==> src/rtl/hall_velocity_estimator.sv <==
// -----------------------------------------------------------------------------
// hall_velocity_estimator
//
// Front end of the BLDC velocity loop. The raw Hall levels are synchronised,
// every change of the synchronised code is classified as a forward step, a
// reverse step or a fault, and the valid steps are counted over a fixed window
// of WINDOW_CYCLES clocks. At the end of each window the count is published as
// the velocity together with the latest direction, and a one-cycle update
// pulse is raised for the downstream PI controller.
//
// Parameters:
//   WINDOW_CYCLES  window length in clk cycles (>= 4)
//   CNT_W          edge counter / velocity width, saturating at 2^CNT_W-1
//
// Ports:
//   clk         in   system clock
//   reset       in   asynchronous, active-high reset
//   hall[2:0]   in   raw Hall levels {C,B,A}, asynchronous to clk
//   velocity    out  valid edges counted in the last completed window
//   update      out  one-cycle pulse, velocity/direction are new this cycle
//   direction   out  1 = forward, 0 = reverse (last valid edge)
//   hall_fault  out  sticky illegal-code / illegal-transition flag
//
// Build option:
//   VELOCITY_FILTER_EN  when defined, velocity is the mean of this window's
//                       count and the previous window's count.
// -----------------------------------------------------------------------------
module hall_velocity_estimator #(
  parameter int WINDOW_CYCLES = 50000,
  parameter int CNT_W         = 16
) (
  input  logic             clk,
  input  logic             reset,
  input  logic [2:0]       hall,
  output logic [CNT_W-1:0] velocity,
  output logic             update,
  output logic             direction,
  output logic             hall_fault
);

  localparam int               WIN_W    = $clog2(WINDOW_CYCLES);
  localparam logic [WIN_W-1:0] WIN_LAST = WIN_W'(WINDOW_CYCLES - 1);
  localparam logic [CNT_W-1:0] CNT_MAX  = {CNT_W{1'b1}};

  // Codes 0 and 7 never occur on a healthy sensor set.
  function automatic logic is_legal(input logic [2:0] code);
    return (code != 3'd0) && (code != 3'd7);
  endfunction

  // Forward successor: 1->3->2->6->4->5->1.
  function automatic logic [2:0] fwd_next(input logic [2:0] code);
    logic [2:0] nxt;
    case (code)
      3'd1:    nxt = 3'd3;
      3'd3:    nxt = 3'd2;
      3'd2:    nxt = 3'd6;
      3'd6:    nxt = 3'd4;
      3'd4:    nxt = 3'd5;
      3'd5:    nxt = 3'd1;
      default: nxt = 3'd0;
    endcase
    return nxt;
  endfunction

  // Reverse successor: 1->5->4->6->2->3->1.
  function automatic logic [2:0] rev_next(input logic [2:0] code);
    logic [2:0] nxt;
    case (code)
      3'd1:    nxt = 3'd5;
      3'd5:    nxt = 3'd4;
      3'd4:    nxt = 3'd6;
      3'd6:    nxt = 3'd2;
      3'd2:    nxt = 3'd3;
      3'd3:    nxt = 3'd1;
      default: nxt = 3'd0;
    endcase
    return nxt;
  endfunction

  // Increment that sticks at all-ones instead of wrapping.
  function automatic logic [CNT_W-1:0] sat_inc(input logic [CNT_W-1:0] v);
    return (v == CNT_MAX) ? CNT_MAX : v + CNT_W'(1);
  endfunction

  logic [2:0]       sync1_q, sync1_d;
  logic [2:0]       hs_q, hs_d;
  logic [1:0]       fill_q, fill_d;
  logic             prev_valid_q, prev_valid_d;
  logic [2:0]       prev_q, prev_d;
  logic             dir_q, dir_d;
  logic             fault_q, fault_d;
  logic [CNT_W-1:0] edge_cnt_q, edge_cnt_d;
  logic [WIN_W-1:0] win_q, win_d;
  logic [CNT_W-1:0] velocity_q, velocity_d;
  logic             update_q, update_d;
  logic             direction_q, direction_d;
  logic             edge_ok;
  logic             terminal;
  logic [CNT_W-1:0] cnt_inc;
`ifdef VELOCITY_FILTER_EN
  logic [CNT_W-1:0] prev_cnt_q, prev_cnt_d;
  logic [CNT_W:0]   cnt_sum;
`endif

  // Synchroniser, prev-code tracking and edge classification.
  always_comb begin
    sync1_d      = hall;
    hs_d         = sync1_q;
    fill_d       = fill_q;
    prev_valid_d = prev_valid_q;
    prev_d       = prev_q;
    dir_d        = dir_q;
    fault_d      = fault_q;
    edge_ok      = 1'b0;
    if (!prev_valid_q) begin
      // Wait two clocks for the synchroniser to fill, then seed prev.
      if (fill_q == 2'd2) begin
        prev_d       = hs_q;
        prev_valid_d = 1'b1;
        fault_d      = fault_q | ~is_legal(hs_q);
      end else begin
        fill_d = fill_q + 2'd1;
      end
    end else if (hs_q != prev_q) begin
      prev_d = hs_q;
      // An illegal prev has no successor, so any change away from it is a fault.
      if (is_legal(prev_q) && (hs_q == fwd_next(prev_q))) begin
        edge_ok = 1'b1;
        dir_d   = 1'b1;
      end else if (is_legal(prev_q) && (hs_q == rev_next(prev_q))) begin
        edge_ok = 1'b1;
        dir_d   = 1'b0;
      end else begin
        fault_d = 1'b1;
      end
    end else begin
      prev_d = prev_q;
    end
  end

  // Window timing, edge accumulation and publication at the terminal cycle.
  always_comb begin
    terminal    = (win_q == WIN_LAST);
    cnt_inc     = edge_ok ? sat_inc(edge_cnt_q) : edge_cnt_q;
    win_d       = terminal ? {WIN_W{1'b0}} : win_q + WIN_W'(1);
    edge_cnt_d  = cnt_inc;
    velocity_d  = velocity_q;
    direction_d = direction_q;
    update_d    = 1'b0;
`ifdef VELOCITY_FILTER_EN
    prev_cnt_d  = prev_cnt_q;
    cnt_sum     = {1'b0, cnt_inc} + {1'b0, prev_cnt_q};
`endif
    if (terminal) begin
      // The edge seen in the terminal cycle belongs to the closing window.
      edge_cnt_d  = {CNT_W{1'b0}};
`ifdef VELOCITY_FILTER_EN
      velocity_d  = cnt_sum[CNT_W:1];
      prev_cnt_d  = cnt_inc;
`else
      velocity_d  = cnt_inc;
`endif
      direction_d = dir_d;
      update_d    = 1'b1;
    end else begin
      update_d    = 1'b0;
    end
  end

  // State registers, all cleared by the asynchronous reset.
  always_ff @(posedge clk or posedge reset) begin
    if (reset) begin
      sync1_q      <= 3'd0;
      hs_q         <= 3'd0;
      fill_q       <= 2'd0;
      prev_valid_q <= 1'b0;
      prev_q       <= 3'd0;
      dir_q        <= 1'b0;
      fault_q      <= 1'b0;
      edge_cnt_q   <= {CNT_W{1'b0}};
      win_q        <= {WIN_W{1'b0}};
      velocity_q   <= {CNT_W{1'b0}};
      update_q     <= 1'b0;
      direction_q  <= 1'b0;
`ifdef VELOCITY_FILTER_EN
      prev_cnt_q   <= {CNT_W{1'b0}};
`endif
    end else begin
      sync1_q      <= sync1_d;
      hs_q         <= hs_d;
      fill_q       <= fill_d;
      prev_valid_q <= prev_valid_d;
      prev_q       <= prev_d;
      dir_q        <= dir_d;
      fault_q      <= fault_d;
      edge_cnt_q   <= edge_cnt_d;
      win_q        <= win_d;
      velocity_q   <= velocity_d;
      update_q     <= update_d;
      direction_q  <= direction_d;
`ifdef VELOCITY_FILTER_EN
      prev_cnt_q   <= prev_cnt_d;
`endif
    end
  end

  assign velocity   = velocity_q;
  assign update     = update_q;
  assign direction  = direction_q;
  assign hall_fault = fault_q;

endmodule

==> config.mk <==
export PLATFORM = sky130hd
export DESIGN_NAME = hall_velocity_estimator
export DESIGN_NICKNAME = d
export VERILOG_FILES = /design/src/rtl/hall_velocity_estimator.sv
export SDC_FILE = /design/constraint.sdc
export NUM_CORES = 1
export LEC_CHECK = 0
export CAP_MARGIN = 15
export CORE_AREA = 2 2 76 78
export DETAILED_ROUTE_END_ITERATION = 8
export DIE_AREA = 0 0 78 80
export PLACE_DENSITY = 0.79
export SYNTH_ARGS = -nofsm -noshare
export SYNTH_HDL_FRONTEND = slang
export SYNTH_SLANG_ARGS = --single-unit
==> constraint.sdc <==
create_clock -name clk -period 4.9 [get_ports clk]
set_input_delay 0.98 -clock clk [delete_from_list [all_inputs] [get_ports clk]]
set_output_delay 0.98 -clock clk [all_outputs]
set_load 0.1 [all_outputs]
# Word level (Yosys, flattened, before mapping)
# Cells that the tools add are included.
# W data, S select, Z words.
[classes]
reduce_logical = 10
bitwise = 4
add_sub_neg = 3
n_mux = 30
eq_ne = 17
[ops]
columns = ["cell", "count"]
rows = [
  ["$mux W16", 4],
  ["$pmux W3 S6", 2],
  ["$add A16 B1 Y16 const B", 2],
  ["$eq A16 B16 Y1 const B", 2],
  ["$mux W3", 8],
  ["$mux W1", 16],
  ["$eq A3 B3 Y1 const B", 3],
  ["$eq A3 B2 Y1 const B", 2],
  ["$eq A3 B3 Y1", 2],
  ["$ne A3 B3 Y1 const B", 2],
  ["$reduce_bool A3 Y1", 2],
  ["$logic_and A1 B1 Y1", 4],
  ["$ne A2 B2 Y1 const B", 2],
  ["$reduce_and A2 Y1", 2],
  ["$reduce_and A4 Y1", 1],
  ["$eq A3 B1 Y1 const B", 1],
  ["$ne A3 B3 Y1", 1],
  ["$not A1 Y1", 3],
  ["$add A2 B1 Y2 const B", 1],
  ["$eq A2 B2 Y1 const B", 1],
  ["$ne A2 B1 Y1 const B", 1],
  ["$reduce_bool A2 Y1", 1],
  ["$or A1 B1 Y1", 1],
]
[word_totals]
elab_cells = 76
ff_bits = 64
out_inout_bits = 19

# Depth between registers and ports, before layout
# Gate-level depths: netlist (run 1).
[logic_depth]
ltp_word = 17
mapped_depth = 8
depth_no_buf = 7

# Worst setup path before layout (run 1)
# Ideal clock, no wire load.
[synth_timing]
kind = "register to register"
from = "register hs_q[0]"
to = "register velocity_q[15], in the netlist velocity[15]"
stages_incl_launch_ff = 8
setup_ns = 0.126
required_time_ns = 4.774
synth_period_minus_slack_ns = 1.924
slack_ns = 2.976
path_buffers = 1
arrival_ns = 1.797
cell_sequence = "dfrtp_1 buf_6 nand4bb_1 a21o_2 nand3_2 and4_4 mux2_4 mux2_4"
[synth_between]
elab_chain_len = 7
elab_cells_between_ends = 10
cone_classes = "eq/ne (3); mux (5); reduce/logical (2)"
[synth_lines]
columns = ["element", "line_no", "text"]
rows = [
  ["start: declaration", "86", "logic [2:0] hs_q, hs_d;"],
  ["start signal: assignment", "190", "hs_q <= hs_d;"],
  ["$eq A3 B3 Y1", "130", "end else if (is_legal(prev_q) && (hs_q == rev_next(prev_q))) begin"],
  ["$logic_and A1 B1 Y1", "130", ""],
  ["$mux W1", "130", ""],
  ["$mux W1", "127", "if (is_legal(prev_q) && (hs_q == fwd_next(prev_q))) begin"],
  ["$mux W1 (*)", "124", "end else if (hs_q != prev_q) begin"],
  ["$mux W1 (*)", "115", "if (!prev_valid_q) begin"],
  ["$mux W16 (*)", "144", "cnt_inc = edge_ok ? sat_inc(edge_cnt_q) : edge_cnt_q;"],
  ["end signal: assignment", "182", "velocity_q <= {CNT_W{1'b0}};"],
  ["end signal: assignment", "198", "velocity_q <= velocity_d;"],
  ["end: declaration", "94", "logic [CNT_W-1:0] velocity_q, velocity_d;"],
]
# Every way passes the cells marked *; elsewhere a longest branch is shown, timed or not.
# A chain may end at the register's enable or synchronous reset.

# Worst setup path in the final report (run 1)
[layout_timing]
from = "register velocity_q[2], in the netlist velocity[2]"
to = "output velocity[2]"
[layout_rtl]
columns = ["element", "line_no", "text"]
rows = [
  ["end: declaration", "35", "output logic [CNT_W-1:0] velocity,"],
]
# No word-level cell between the ends.

==> impl_table.tex, run 1 <==
\begin{tabular}{lr}
\hline
Metric & Value \\
\hline
\multicolumn{2}{l}{\textbf{Synthesis}} \\
\quad Count of flip-flops with a built-in enable after synthesis & 0 \\
\quad Most area-consuming cells after synthesis & sky130\_fd\_sc\_hd\_\_dfrtp\_1 (51\%), sky130\_fd\_sc\_hd\_\_nor2\_1 (4.0\%), sky130\_fd\_sc\_hd\_\_nand3\_1 (3.7\%) \\
\quad Count of mapped cells out of synthesis & 297 \\
\quad Net count of the mapped netlist & about 310 \\
\quad Area fraction of the dominant cell type after synthesis & 51.5\% \\
\quad Sequential area share after synthesis & 51.5\% \\
\quad Synth top cells by count & sky130\_fd\_sc\_hd\_\_dfrtp\_1 (64), sky130\_fd\_sc\_hd\_\_nor2\_1 (33), sky130\_fd\_sc\_hd\_\_nand2\_1 (25) \\
\quad Asr flop ratio synth & 100\% \\
\quad Netlist cell types & 54 \\
\quad Top FF cell, synth & sky130\_fd\_sc\_hd\_\_dfrtp\_1 \\
\quad Area of the mapped netlist & 3110 µm² \\
\quad Synthesis-stage register bit count & 64 \\
\quad Most frequent cell after synthesis & sky130\_fd\_sc\_hd\_\_dfrtp\_1 \\
\quad Syn avg cell area & 10.5 µm² \\
\quad YS warnings & 0 \\
\quad Synth area leader & sky130\_fd\_sc\_hd\_\_dfrtp\_1 \\
\multicolumn{2}{l}{\textbf{Power}} \\
\quad Highest ir drop seen on vdd & 233 µV \\
\quad P\_int & around 860 µW \\
\quad Share of total power in the clock network & 39.4\% \\
\quad Standby leakage power & 0.00157 µW \\
\quad Combinational Power Share & slightly above 8\% \\
\quad Sequential fraction of design power & 52.3\% \\
\quad Net Sw Frac & 24.0\% \\
\quad Power Dens Cells & 317 nW/µm² \\
\quad Psw & 272 µW \\
\multicolumn{2}{l}{\textbf{Clock tree}} \\
\quad Root cell of the clock tree & sky130\_fd\_sc\_hd\_\_clkbuf\_8 \\
\quad Clock slew at reported path FFs & roughly 0.070 ns \\
\quad TritonCTS clock tree & yes \\
\quad Skew-Pair Late Insertion Delay & 0.33 ns \\
\quad H-tree Lvls & 3 \\
\quad Total setup buffers inserted after CTS & 0 \\
\quad Number of buffers inserted during clock tree synthesis & 9 \\
\quad Number of buffers on the longest clock path & 2 \\
\quad Sinks on the clock net & 64 \\
\quad Post-CTS sizing & 0 \\
\quad Post-cts hold buffer count & 0 \\
\multicolumn{2}{l}{\textbf{Timing}} \\
\quad Highest achievable clock rate & 355 MHz \\
\quad Clock period minus worst slack & between 2 and 3 ns \\
\quad Max-Slew Margin vs Limit & 34.7\% \\
\quad Final-report max-slew violation count & 0 \\
\quad Worst Hold Margin & approximately 0.35 ns \\
\quad Transition time at the pin with the least slew margin & 0.977 ns \\
\quad Hold Vio Cnt, Final & 0 \\
\quad Post-route fraction of the period consumed by the critical path & 57.5\% \\
\quad Setup-failing EPs final & 0 \\
\quad Setup Total Neg Slack & 0 ns \\
\quad Final setup slack of the worst path & 2.08 ns \\
\quad Setup repair after global routing missed its margin & no \\
\quad Post-route clock skew & approximately 0.008 ns \\
\multicolumn{2}{l}{\textbf{Worst setup path}} \\
\quad Launch point of the worst reg-to-reg path & win\_q[11] \\
\quad R2R Path End & direction \\
\quad Slowest CP cell & sky130\_fd\_sc\_hd\_\_clkdlybuf4s50\_1 \\
\quad Worst path top cell family by delay & buffers and inverters \\
\quad Cell depth of the worst flop-to-flop path & 5 \\
\quad CP required & 3.92 ns \\
\quad Worst EP arrival & 1.84 ns \\
\quad Count of buffering cells on the critical path with inverters included & 1 \\
\quad Critical path peak fanout & 2 \\
\quad Critical Path Source Type & flip-flop \\
\quad Category of the most critical setup path & reg -> out \\
\quad Critical Path, Cell by Cell & clkdlybuf4s50\_1 \\
\quad Biggest cell delay along the critical path & between 1 and 1.5 ns \\
\quad Sort of element at the end of the critical path & output port \\
\quad Slack of the worst reg-to-reg path & 2.28 ns \\
\multicolumn{2}{l}{\textbf{Drt}} \\
\quad DRT Pass-1 Iters & 6 \\
\quad Final WL & 5870 µm \\
\quad Routed via count divided by cell count & 5.56 \\
\quad Detailed-route DRC error count & 0 \\
\quad Wire per inst & 14.8 µm \\
\quad Vias after detailed routing & 2211 \\
\quad Number of nets with antenna violations after routing & 0 \\
\quad Number of design-rule violations left by the first detailed-router iteration & 155 \\
\multicolumn{2}{l}{\textbf{Placement}} \\
\quad Place WS & 2.24 ns \\
\quad HPWL reported at the end of detailed placement & 4110 µm \\
\quad Buffers on Ports & 23 \\
\quad Global placer's final weighted congestion & 0.838 \\
\multicolumn{2}{l}{\textbf{Cells and area}} \\
\quad Syn-to-layout area delta & 14.3\% \\
\quad Post-Route Utilization & 65.8\% \\
\quad \# diodes & 0 \\
\quad Final net count & 329 \\
\quad Fraction of layout cells with a size suffix above 1 & 11.3\% \\
\multicolumn{2}{l}{\textbf{Global routing}} \\
\quad GRT Util Overall & 21.1\% \\
\quad Maximum number of pins on one net before global-route repair & 35 \\
\quad Via count of the first global-routing pass & 2151 \\
\quad Remaining global-route overflow & 0 \\
\quad Initial antenna violation count & 0 \\
\quad Global-route wire length before repair & 10200 µm \\
\multicolumn{2}{l}{\textbf{Hold path}} \\
\quad Hold endpoint & hs\_q[2] \\
\quad Hold crit path type & reg -> reg \\
\quad Cell depth of the worst hold path & 0 \\
\quad Worst Hold Launch & hs\_d[2] \\
\multicolumn{2}{l}{\textbf{Flow run}} \\
\quad Max-capacitance violation count & 0 \\
\multicolumn{2}{l}{\textbf{Floorplan}} \\
\quad Die Span Y & 80 µm \\
\quad Floorplan Core Area & 5410 µm² \\
\quad Boundary pin count & 24 \\
\quad Die Area & 6240 µm² \\
\quad Starting density of the core & a little under three fifths \\
\quad FP Rows & 27 \\
\quad Horizontal extent of the die & 78 µm \\
\multicolumn{2}{l}{\textbf{Outcome}} \\
\quad Run status & finished clean \\
\hline
\end{tabular}
-- layout by cell type, fill, tap and decap left out, drive strengths merged, types with 3 or more instances in the layout --
cell type,count
clkdlybuf4s50,23
nand2,25
and3,4
inv,7
nand3,24
ha,3
xor2,13
nor2b,3
nand2b,7
a21oi,13
and2,6
a31oi,4
o21ai,13
and4bb,6
o21bai,3
nor2,33
and4,3
nor3,7
nand4,4
mux2,6
clkbuf,13
xnor2,12
dfrtp,64
-- per-stage QoR --
| step | instances | area [µm²] | total power, µW |
|---|---|---|---|
| 6_report | 398 | 3560 | 1130 |
| 5_1_grt | 398 | 3560 | 1190 |
| 4_1_cts | 398 | 3560 | 1140 |
| 3_5_place_dp | 382 | 3360 | 691 |
| 3_3_place_gp | 382 | 3360 | 689 |
| 2_1_floorplan | 297 | 3110 | 667 |
-- area by class of cell --
cell class / instances / area (µm²)
Clock buffer: 13 / 159
Clock inverter: 3 / 40.0
Fill cell: 407 / 1850
Inverter: 7 / 26.3
Multi-Input combinational cell: 215 / 1400
Sequential cell: 64 / 1600
Tap cell: 72 / 90.1
Timing Repair Buffer: 24 / 238
-- how the worst max path moves through the flow --
stage | from | endpoint | depth (start not counted) | slack [ns]
floorplan | reset | dir_q | 1 | 2.32
global placement | win_q[11] | direction | 5 | 2.36
detailed placement | win_q[11] | direction | 5 | 2.24
CTS | velocity[2] | velocity[2] | 1 | 2.06
global route | velocity[2] | velocity[2] | 1 | 2.03
finish | velocity[2] | velocity[2] | 1 | 2.08
-- power groups by stage --
stage / combinational [µW] / clock (µW) / sequential (µW)
final: 94.1 / 445 / 590
after floorplan: 82.7 / 0 / 584
after detailed placement: 93.5 / 0 / 597
after CTS: 95.5 / 458 / 588
after global routing: 107 / 486 / 593
after global placement: 91.2 / 0 / 598
-- per-layer routing --
metal / part of all wire, % / track usage, % / up-vias
met2: 48 / 32.9 / 41
met4: 1.8 / 10.4 / 0
li1: - / - / 1092
met5: 0 / 0 / -
met3: 2.7 / 4.64 / 11
met1: 47 / 28.0 / 1067
-- cell families after synthesis --
group	synth area share (%)
compound gates	11.1
fa+ha+maj	1.21
mux	3.06
flops	51.5
simple gates	22.7
buf+inv	3.46
xor+xnor	7.04
-- state kept, by name, indices dropped and copies added, names as in the netlist --
signal,flops
hs_q,3
update,1
edge_cnt_q,16
hall_fault,1
fill_q,2
hs_d,3
velocity,16
direction,1
dir_q,1
prev_valid_q,1
win_q,16
prev_q,3
Power figures use the tool's default switching activity.
==> run 2: changes to the inputs <==
- CORE_AREA: 2 2 76 78 -> 2 2 81 83
- DIE_AREA: 0 0 78 80 -> 0 0 83 85
- PLACE_DENSITY: 0.79 -> 0.73
- clock period: 4.9 -> 2.4 ns (I/O delays scaled with it)
==> impl_table.tex, run 2 (synthesis results as in run 1) <==
\begin{tabular}{lr}
\hline
Metric & Value \\
\hline
\multicolumn{2}{l}{\textbf{Floorplan}} \\
\quad Starting density of the core & 50.2\% (-7.4 points) \\
\quad FP Rows & 29 (+7.4\%) \\
\quad Die Area & 7060 µm² (+13\%) \\
\quad Horizontal extent of the die & 83 µm (+6.4\%) \\
\quad Floorplan Core Area & 6200 µm² (+15\%) \\
\quad Boundary pin count & 24 (unchanged) \\
\quad Die Span Y & 85 µm (+6.3\%) \\
\multicolumn{2}{l}{\textbf{Worst setup path}} \\
\quad Worst path top cell family by delay & compound AO/OA/AOI/OAI gates \\
\quad Slowest CP cell & sky130\_fd\_sc\_hd\_\_dfrtp\_1 \\
\quad Biggest cell delay along the critical path & 0.49 ns (-0.65 ns) \\
\quad Sort of element at the end of the critical path & flip-flop \\
\quad CP required & 2.61 ns (-1.31 ns) \\
\quad Category of the most critical setup path & reg -> reg \\
\quad Critical path peak fanout & 17 (+15) \\
\quad Worst EP arrival & 2.35 ns (+0.51 ns) \\
\quad Critical Path, Cell by Cell & nand4bb\_1, a21o\_2, a31oi\_4, nor2b\_1, a211oi\_1, o21ai\_1 \\
\quad Count of buffering cells on the critical path with inverters included & 0 (-1) \\
\quad Critical Path Source Type & flip-flop \\
\multicolumn{2}{l}{\textbf{Drt}} \\
\quad Met2 wire length & 2730 µm (-3.9\%) \\
\quad Final WL & 5930 µm (+0.99\%) \\
\quad Vias after detailed routing & 2259 (+2.2\%) \\
\quad Detailed-route DRC error count & 0 (unchanged) \\
\quad Number of design-rule violations left by the first detailed-router iteration & 125 (-19\%) \\
\quad Routed length on met3 & 221 µm (+37\%) \\
\quad DRT Pass-1 Iters & 4 (-2) \\
\quad Met1 layer wirelength in the final routing & 2840 µm (+2.7\%) \\
\quad Highest metal layer with signal wires & met4 \\
\quad Wire per inst & 14.5 µm (-1.5\%) \\
\quad Routed via count divided by cell count & 5.54 (-0.33\%) \\
\quad Number of nets with antenna violations after routing & 0 (unchanged) \\
\multicolumn{2}{l}{\textbf{Clock tree}} \\
\quad Clock slew at reported path FFs & 0.07 ns (about the same) \\
\quad Number of buffers inserted during clock tree synthesis & 9 (unchanged) \\
\quad Total setup buffers inserted after CTS & 0 (unchanged) \\
\quad Post-cts hold buffer count & 0 (unchanged) \\
\quad H-tree Lvls & 3 (unchanged) \\
\quad Root cell of the clock tree & sky130\_fd\_sc\_hd\_\_clkbuf\_8 \\
\quad TritonCTS clock tree & yes \\
\quad Skew-Pair Late Insertion Delay & 0.33 ns (about the same) \\
\quad Post-CTS sizing & 0 (unchanged) \\
\quad Sinks on the clock net & 64 (unchanged) \\
\quad Number of buffers on the longest clock path & 2 (unchanged) \\
\multicolumn{2}{l}{\textbf{Global routing}} \\
\quad Maximum number of pins on one net before global-route repair & 44 (+26\%) \\
\quad Via count of the first global-routing pass & 2136 (-0.70\%) \\
\quad Remaining global-route overflow & 0 (unchanged) \\
\quad GRT Util Overall & 18.3\% (-2.8 points) \\
\quad Initial antenna violation count & 0 (unchanged) \\
\quad Global-route wire length before repair & 10100 µm (-0.20\%) \\
\multicolumn{2}{l}{\textbf{Timing}} \\
\quad Transition time at the pin with the least slew margin & 0.483 ns (-0.494 ns) \\
\quad Highest achievable clock rate & 467 MHz \\
\quad Worst Hold Margin & 0.348 ns (-0.00731 ns) \\
\quad Post-route fraction of the period consumed by the critical path & 89.1\% \\
\quad Setup Total Neg Slack & 0 ns (unchanged) \\
\quad Post-route clock skew & 0.00666 ns (-0.00136 ns) \\
\quad Setup-failing EPs final & 0 (unchanged) \\
\quad Setup repair after global routing missed its margin & no \\
\quad Max-Slew Margin vs Limit & 67.7\% (+33 points) \\
\quad Final-report max-slew violation count & 0 (unchanged) \\
\quad Hold Vio Cnt, Final & 0 (unchanged) \\
\quad Clock period minus worst slack & 2.14 ns \\
\multicolumn{2}{l}{\textbf{Hold path}} \\
\quad Hold crit path type & reg -> reg \\
\multicolumn{2}{l}{\textbf{Placement}} \\
\quad Buffers on Ports & 23 (unchanged) \\
\quad Global placer's final weighted congestion & 0.862 (+2.9\%) \\
\quad HPWL reported at the end of detailed placement & 4180 µm (+1.5\%) \\
\multicolumn{2}{l}{\textbf{Cells and area}} \\
\quad Most frequent cells in the layout & sky130\_fd\_sc\_hd\_\_dfrtp\_1 (64), sky130\_fd\_sc\_hd\_\_nor2\_1 (33), sky130\_fd\_sc\_hd\_\_nand2\_1 (25), sky130\_fd\_sc\_hd\_\_buf\_4 (24), sky130\_fd\_sc\_hd\_\_nand3\_1 (23) \\
\quad Final net count & 334 (+1.5\%) \\
\quad Post-Route Utilization & 58.0\% (-7.8 points) \\
\quad Syn-to-layout area delta & 15.7\% \\
\quad Most common library cell in the layout ignoring fill and taps & sky130\_fd\_sc\_hd\_\_dfrtp\_1 \\
\quad Fraction of layout cells with a size suffix above 1 & 18.4\% (+7.1 points) \\
\quad \# diodes & 0 (unchanged) \\
\multicolumn{2}{l}{\textbf{Power}} \\
\quad Highest ir drop seen on vdd & 387 µV (+66\%) \\
\quad Power Dens Cells & 681 nW/µm² (+110\%) \\
\quad Standby leakage power & 0.00166 µW (+5.1\%) \\
\quad Power after layout & 2450 µW (+120\%) \\
\multicolumn{2}{l}{\textbf{Outcome}} \\
\quad Run status & finished clean \\
\multicolumn{2}{l}{\textbf{Flow run}} \\
\quad Max-capacitance violation count & 0 (unchanged) \\
\hline
\end{tabular}
[run 2: path summary, 6_finish.rpt]
check / slack, ns / cells after the start / start / endpoint
hold / removal: 0.35 / 0 / hs_d[2] / hs_q[2]
setup / recovery: 0.26 / 6 / hs_q[2] / velocity[1]
max in group asynchronous: 1.34 / 3 / reset / velocity[6]
min in group asynchronous: 0.48 / 2 / reset / hs_d[1]
hold reg to reg: 0.35 / 0 / hs_d[2] / hs_q[2]
setup reg to reg: 0.26 / 6 / hs_q[2] / velocity[1]
[run 2: routing by layer]
layer | vias to the layer above | global-route usage [%]
li1 | 1096 | -
met1 | 1107 | 24.6
met2 | 43 | 28.4
met3 | 13 | 4.09
met4 | 0 | 8.49
met5 | - | 0
[run 2: final cells by class]
cell class	instances	area, µm²
fillers	544	2610
flip-flops and latches	64	1600
multi-input cells	215	1400
repair buffers	29	240
clock buffers	14	173
well taps	77	96.3
clock inverters	2	60.1
inverters	7	26.3
[run 2: per-stage QoR]
| stage | setup slack, ns | cell area, µm² | cells |
|---|---|---|---|
| global route | 0.0681 | 3600 | 408 |
| floorplan | 0.322 | 3110 | 297 |
| finish | 0.261 | 3600 | 408 |
| detailed placement | 0.259 | 3370 | 392 |
| global placement | 0.295 | 3370 | 392 |
| CTS | 0.266 | 3600 | 408 |
[run 2: report_power, final]
group	switching (µW)	internal (µW)
combinational	108	86.8
sequential	70.2	1130
clock	383	672
==> run 3: changes to the inputs <==
- CORE_AREA: 2 2 81 83 -> 2 2 90 75
- DIE_AREA: 0 0 83 85 -> 0 0 92 77
- SLEW_MARGIN: not set -> 15
==> impl_table.tex, run 3 (synthesis results as in run 1) <==
\begin{tabular}{lr}
\hline
Metric & Value \\
\hline
\multicolumn{2}{l}{\textbf{Clock tree}} \\
\quad Sinks on the clock net & 64 (unchanged) \\
\quad Number of buffers on the longest clock path & 2 (unchanged) \\
\quad Root cell of the clock tree & sky130\_fd\_sc\_hd\_\_clkbuf\_8 \\
\quad Clock slew at reported path FFs & 0.07 ns (about the same) \\
\quad Total setup buffers inserted after CTS & 0 (unchanged) \\
\quad H-tree Lvls & 3 (unchanged) \\
\quad Post-cts hold buffer count & 0 (unchanged) \\
\quad Post-CTS sizing & 0 (unchanged) \\
\quad TritonCTS clock tree & yes \\
\quad Number of buffers inserted during clock tree synthesis & 9 (unchanged) \\
\quad Skew-Pair Late Insertion Delay & 0.34 ns (about the same) \\
\multicolumn{2}{l}{\textbf{Floorplan}} \\
\quad FP Rows & 26 (-10\%) \\
\quad Starting density of the core & 50.3\% (+0.19 points) \\
\quad Die Span Y & 77 µm (-9.4\%) \\
\quad Die Area & 7080 µm² (+0.41\%) \\
\quad Floorplan Core Area & 6180 µm² (-0.38\%) \\
\quad Horizontal extent of the die & 92 µm (+11\%) \\
\quad Boundary pin count & 24 (unchanged) \\
\multicolumn{2}{l}{\textbf{Timing}} \\
\quad Setup repair after global routing missed its margin & no \\
\quad Clock period minus worst slack & 2.15 ns (+0.00759 ns) \\
\quad Highest achievable clock rate & 466 MHz (-0.35\%) \\
\quad Post-route clock skew & 0.00971 ns (+0.00305 ns) \\
\quad Post-route fraction of the period consumed by the critical path & 89.5\% (+0.32 points) \\
\quad Worst Hold Margin & 0.352 ns (+0.00413 ns) \\
\quad Setup-failing EPs final & 0 (unchanged) \\
\quad Hold Vio Cnt, Final & 0 (unchanged) \\
\quad Setup Total Neg Slack & 0 ns (unchanged) \\
\quad Final-report max-slew violation count & 0 (unchanged) \\
\quad Final setup slack of the worst path & 0.253 ns (-0.00759 ns) \\
\quad Max-Slew Margin vs Limit & 68.4\% (+0.75 points) \\
\quad Transition time at the pin with the least slew margin & 0.472 ns (-0.0113 ns) \\
\multicolumn{2}{l}{\textbf{Placement}} \\
\quad Place WS & 0.284 ns (+0.0244 ns) \\
\quad Global placer's final weighted congestion & 0.873 (+1.2\%) \\
\quad Buffers on Ports & 23 (unchanged) \\
\quad HPWL reported at the end of detailed placement & 4270 µm (+2.2\%) \\
\quad Placed inst area & 3380 µm² (+0.48\%) \\
\multicolumn{2}{l}{\textbf{Power}} \\
\quad Highest ir drop seen on vdd & 405 µV (+4.5\%) \\
\quad Power Dens Cells & 654 nW/µm² (-4.0\%) \\
\quad Standby leakage power & 0.00165 µW (-0.23\%) \\
\multicolumn{2}{l}{\textbf{Cells and area}} \\
\quad Post-route cell area & 3590 µm² (-0.31\%) \\
\quad Fraction of layout cells with a size suffix above 1 & 19.0\% (+0.60 points) \\
\quad Most common library cell in the layout ignoring fill and taps & sky130\_fd\_sc\_hd\_\_dfrtp\_1 \\
\quad Most frequent cells in the layout & sky130\_fd\_sc\_hd\_\_dfrtp\_1 (64), sky130\_fd\_sc\_hd\_\_nor2\_1 (33), sky130\_fd\_sc\_hd\_\_nand2\_1 (25), sky130\_fd\_sc\_hd\_\_buf\_4 (25), sky130\_fd\_sc\_hd\_\_nand3\_1 (23) \\
\quad Number of fill cells & 551 (+1.3\%) \\
\quad \# diodes & 0 (unchanged) \\
\quad Syn-to-layout area delta & 15.3\% \\
\quad Final net count & 335 (+0.30\%) \\
\quad Post-Route Utilization & 58.1\% (about the same) \\
\multicolumn{2}{l}{\textbf{Worst setup path}} \\
\quad CP required & 2.62 ns (about the same) \\
\quad Worst path top cell family by delay & compound AO/OA/AOI/OAI gates \\
\quad Worst EP arrival & 2.37 ns (+0.02 ns) \\
\quad Critical path peak fanout & 17 (unchanged) \\
\quad Category of the most critical setup path & reg -> reg \\
\quad Launch point of the worst reg-to-reg path & hs\_q[2] \\
\quad Critical Path, Cell by Cell & nand4bb\_1, a21o\_2, a31oi\_4, nand3\_1, xnor2\_1, o31a\_1 \\
\quad Critical Path Start & hs\_q[2] \\
\quad Critical Path Source Type & flip-flop \\
\quad Slowest CP cell & sky130\_fd\_sc\_hd\_\_dfrtp\_1 \\
\quad Biggest cell delay along the critical path & 0.49 ns (about the same) \\
\quad Count of buffering cells on the critical path with inverters included & 0 (unchanged) \\
\quad Sort of element at the end of the critical path & flip-flop \\
\multicolumn{2}{l}{\textbf{Global routing}} \\
\quad Remaining global-route overflow & 0 (unchanged) \\
\quad Initial antenna violation count & 0 (unchanged) \\
\quad Via count of the first global-routing pass & 2193 (+2.7\%) \\
\quad Global-route wire length before repair & 10500 µm (+3.9\%) \\
\quad Maximum number of pins on one net before global-route repair & 43 (-2.3\%) \\
\quad GRT Util Overall & 18.8\% (+0.56 points) \\
\multicolumn{2}{l}{\textbf{Drt}} \\
\quad Final WL & 5910 µm (-0.34\%) \\
\quad Number of nets with antenna violations after routing & 0 (unchanged) \\
\quad DRT Pass-1 Iters & 4 (unchanged) \\
\quad Detailed-route DRC error count & 0 (unchanged) \\
\quad Number of design-rule violations left by the first detailed-router iteration & 204 (+63\%) \\
\quad Vias after detailed routing & 2232 (-1.2\%) \\
\quad Routed via count divided by cell count & 5.38 (-2.9\%) \\
\quad Wire per inst & 14.2 µm (-2.0\%) \\
\multicolumn{2}{l}{\textbf{Hold path}} \\
\quad Hold crit path type & reg -> reg \\
\quad Worst Hold Launch & hs\_d[0] \\
\multicolumn{2}{l}{\textbf{Outcome}} \\
\quad Run status & finished clean \\
\multicolumn{2}{l}{\textbf{Flow run}} \\
\quad Max-capacitance violation count & 0 (unchanged) \\
\hline
\end{tabular}
## run 3: cell types whose count changed in the layout (fill, tap and decap cells not counted)
cell                        previous run  this run
sky130_fd_sc_hd__clkbuf_1              2         0
sky130_fd_sc_hd__bufinv_16             2         1
sky130_fd_sc_hd__buf_4                24        25
sky130_fd_sc_hd__clkinv_2              0         2
## run 3: worst paths after layout
kind | endpoint | slack, ns | depth (start not counted)
max in group asynchronous | edge_cnt_q[14] | 1.36 | 3
worst min-delay path | hs_q[0] | 0.35 | 0
worst max-delay path | velocity[11] | 0.25 | 6
worst min register to register | hs_q[0] | 0.35 | 0
worst max register to register | velocity[11] | 0.25 | 6
min in group asynchronous | velocity[4] | 0.46 | 2
## run 3: through the flow
step                      total power (µW)  instances
final                                 2350        415
after global routing                  2440        415
after floorplan                       1360        297
after detailed placement              1410        400
after global placement                1410        400
after CTS                             2360        415
## run 3: layout make-up
type                    count  area [µm²]  share of cell area (%)
inverters                   7        26.3                   0.732
clock inverters             3        40.0                    1.12
clock buffers              12         165                    4.60
well taps                  84         105                    2.93
multi-input cells         215        1400                    39.1
repair buffers             30         248                    6.90
flip-flops and latches     64        1600                    44.6
## run 3: routing by layer
metal	part of all wire, %	vias up	track usage, %
li1	-	1104	-
met1	51	1083	27.4
met2	44	38	27.4
met3	3.9	7	5.21
met4	1.1	0	6.12
met5	0	-	0
## run 3: where the power goes
group          switching (µW)  internal, µW  total [µW]  leakage [µW]
clock network             394           555         949      0.000108
registers                73.7          1130        1210      0.000833
logic                     105          87.4         192      0.000710
total                     572          1770        2350       0.00165
==> RTL change: new RTL, flow settings as in run 3 <==
Put one more register stage on the output `hall_fault`, cleared by the reset. The value now appears one clock later. The other outputs are not delayed to match.
--- a/src/rtl/hall_velocity_estimator.sv
+++ b/src/rtl/hall_velocity_estimator.sv
@@ -209,3 +209,9 @@
   assign direction  = direction_q;
-  assign hall_fault = fault_q;
+  always_ff @(posedge clk or posedge reset) begin
+    if (reset) begin
+      hall_fault <= '0;
+    end else begin
+      hall_fault <= fault_q;
+    end
+  end
 
Check against the original RTL: not equivalent (a bounded check fails within 4 cycles, from zero or initial values and one cycle with reset high).
==> RTL change against run 3 <==
Setup slack worse by 1.5 ps. Cell area hardly changed. Count of clock-buffer cells in the layout is 1 lower. Power fell by 3.3%. Routed wire length is 1.1% lower. Sequential cell count up 1. Area after synthesis rose by 0.80%. Global-route usage barely moved. Critical endpoint is now velocity[9]$_DFFE_PP0P_.
==> RTL change: results (changes against run 3) <==
stage,metric,value,unit,change
synth,Post-synth top cells,"65 x dfrtp_1, 33 x nor2_1, 25 x nand2_1",,
grt,largest net degree at the start of global routing,24,,-44%
grt,grt met3 use,7.073,%,+1.9 points
clocking,CTS H-tree depth,3,,unchanged
power_and_ir_drop,Leak,1.644,nW,-0.45%
grt,met1 Usage GRT,28.16,%,+0.75 points
sta,Slew Limit Headroom,65.74,%,-2.7 points
grt,met2 Usage GRT,25.00,%,-2.4 points
status,status,"complete, no violations",,
clocking,clk_lat worst skew,340,ps,about the same
power_and_ir_drop,Peak VDD IR,320.5,uV,-21%
routing,routed vias/inst,5.410,,+0.58%
synth,"Seq/Total Area, Yosys",51.85,%,+0.39 points
sta,Worst Clk Skew,11.90,ps,+2.190 ps
placed_design,HPWL after DPL,4221,um,-1.1%
setup_path,CP top delay family,compound AO/OA/AOI/OAI gates,,
placed_design,RePlAce Congestion,0.8023,,-8.1%
layout,layout cells sized above 1,18.13,%,-0.91 points
synth,top post-synthesis cells by area,"dfrtp_1 52%, nor2_1 3.9%, nand3_1 3.7%",,
routing,Final Routed Wirelength,5848,um,-1.1%
setup_path,CP arrival,2360,ps,
routing,initial DRC count,198,,-2.9%
grt,global-route wire length before repair,10340,um,-1.9%
setup_path,Worst path slowest cell,dfrtp_1,,
synth,Synth cell types,54,,unchanged
synth,Post-Syn Nets,306,,+0.33%
setup_path,CP max FO,17,,unchanged
grt,GRT Total Usage,18.80,%,-0.049 points
-- RTL change: cell types whose count changed in the layout (fill, tap and decap cells not counted) --
cell / before / now
buf_12: 1 / 2
clkbuf_8: 12 / 9
dfrtp_1: 64 / 65
clkbuf_1: 0 / 2
clkinv_2: 2 / 3
buf_4: 25 / 23
-- RTL change: area by class of cell --
class                           instances  area [um2]
Clock buffer                           11       131.4
Clock inverter                          4       45.04
Fill cell                             538        2591
Inverter                                7       26.28
Multi-Input combinational cell        215        1403
Sequential cell                        65        1627
Tap cell                               84       105.1
Timing Repair Buffer                   29       252.7
-- RTL change: layer usage --
metal	share of wire (%)	vias to the layer above
met5	0	-
met4	0.68	0
met3	5.5	4
met2	43	50
met1	51	1087
li1	-	1104
-- RTL change: kinds of logic (layout without fill, tap and decap cells) --
family | after synthesis | after routing | share of synthesized area (%)
simple gates | 130 | 130 | 22.50
compound gates | 49 | 49 | 11.01
mux | 8 | 8 | 3.031
flops | 65 | 65 | 51.85
buf+inv | 18 | 51 | 3.430
xor+xnor | 25 | 25 | 6.980
fa+ha+maj | 3 | 3 | 1.197
-- RTL change: worst paths after layout --
path | from | endpoint | slack (ps) | depth (start not counted)
setup reg to reg | hs_q[2]$_DFF_PP0_ | velocity[9]$_DFFE_PP0P_ | 250 | 6
hold reg to reg | hs_d[2]$_DFF_PP0_ | hs_q[2]$_DFF_PP0_ | 350 | 0
hold / removal | hs_d[2]$_DFF_PP0_ | hs_q[2]$_DFF_PP0_ | 350 | 0
max in group asynchronous | reset | velocity[11]$_DFFE_PP0P_ | 1410 | 3
setup / recovery | hs_q[2]$_DFF_PP0_ | velocity[9]$_DFFE_PP0P_ | 250 | 6
min in group asynchronous | reset | hs_d[1]$_DFF_PP0_ | 490 | 2
-- RTL change: power by group --
group / total, mW / internal [mW] / switching, mW
clock network: 0.854 / 0.469 / 0.386
registers: 1.22 / 1.15 / 0.0711
logic: 0.195 / 0.0896 / 0.105
-- RTL change: through the flow --
stage,area (um2),hold WS [ps],std cells,setup WS [ps]
after floorplan,3137,331.2,298,293.5
after global placement,3413,337.3,400,321.7
after detailed placement,3413,336.5,400,272.3
after CTS,3590,352.3,415,236.9
after global routing,3590,366.6,415,5.137
final,3590,348.0,415,251.6
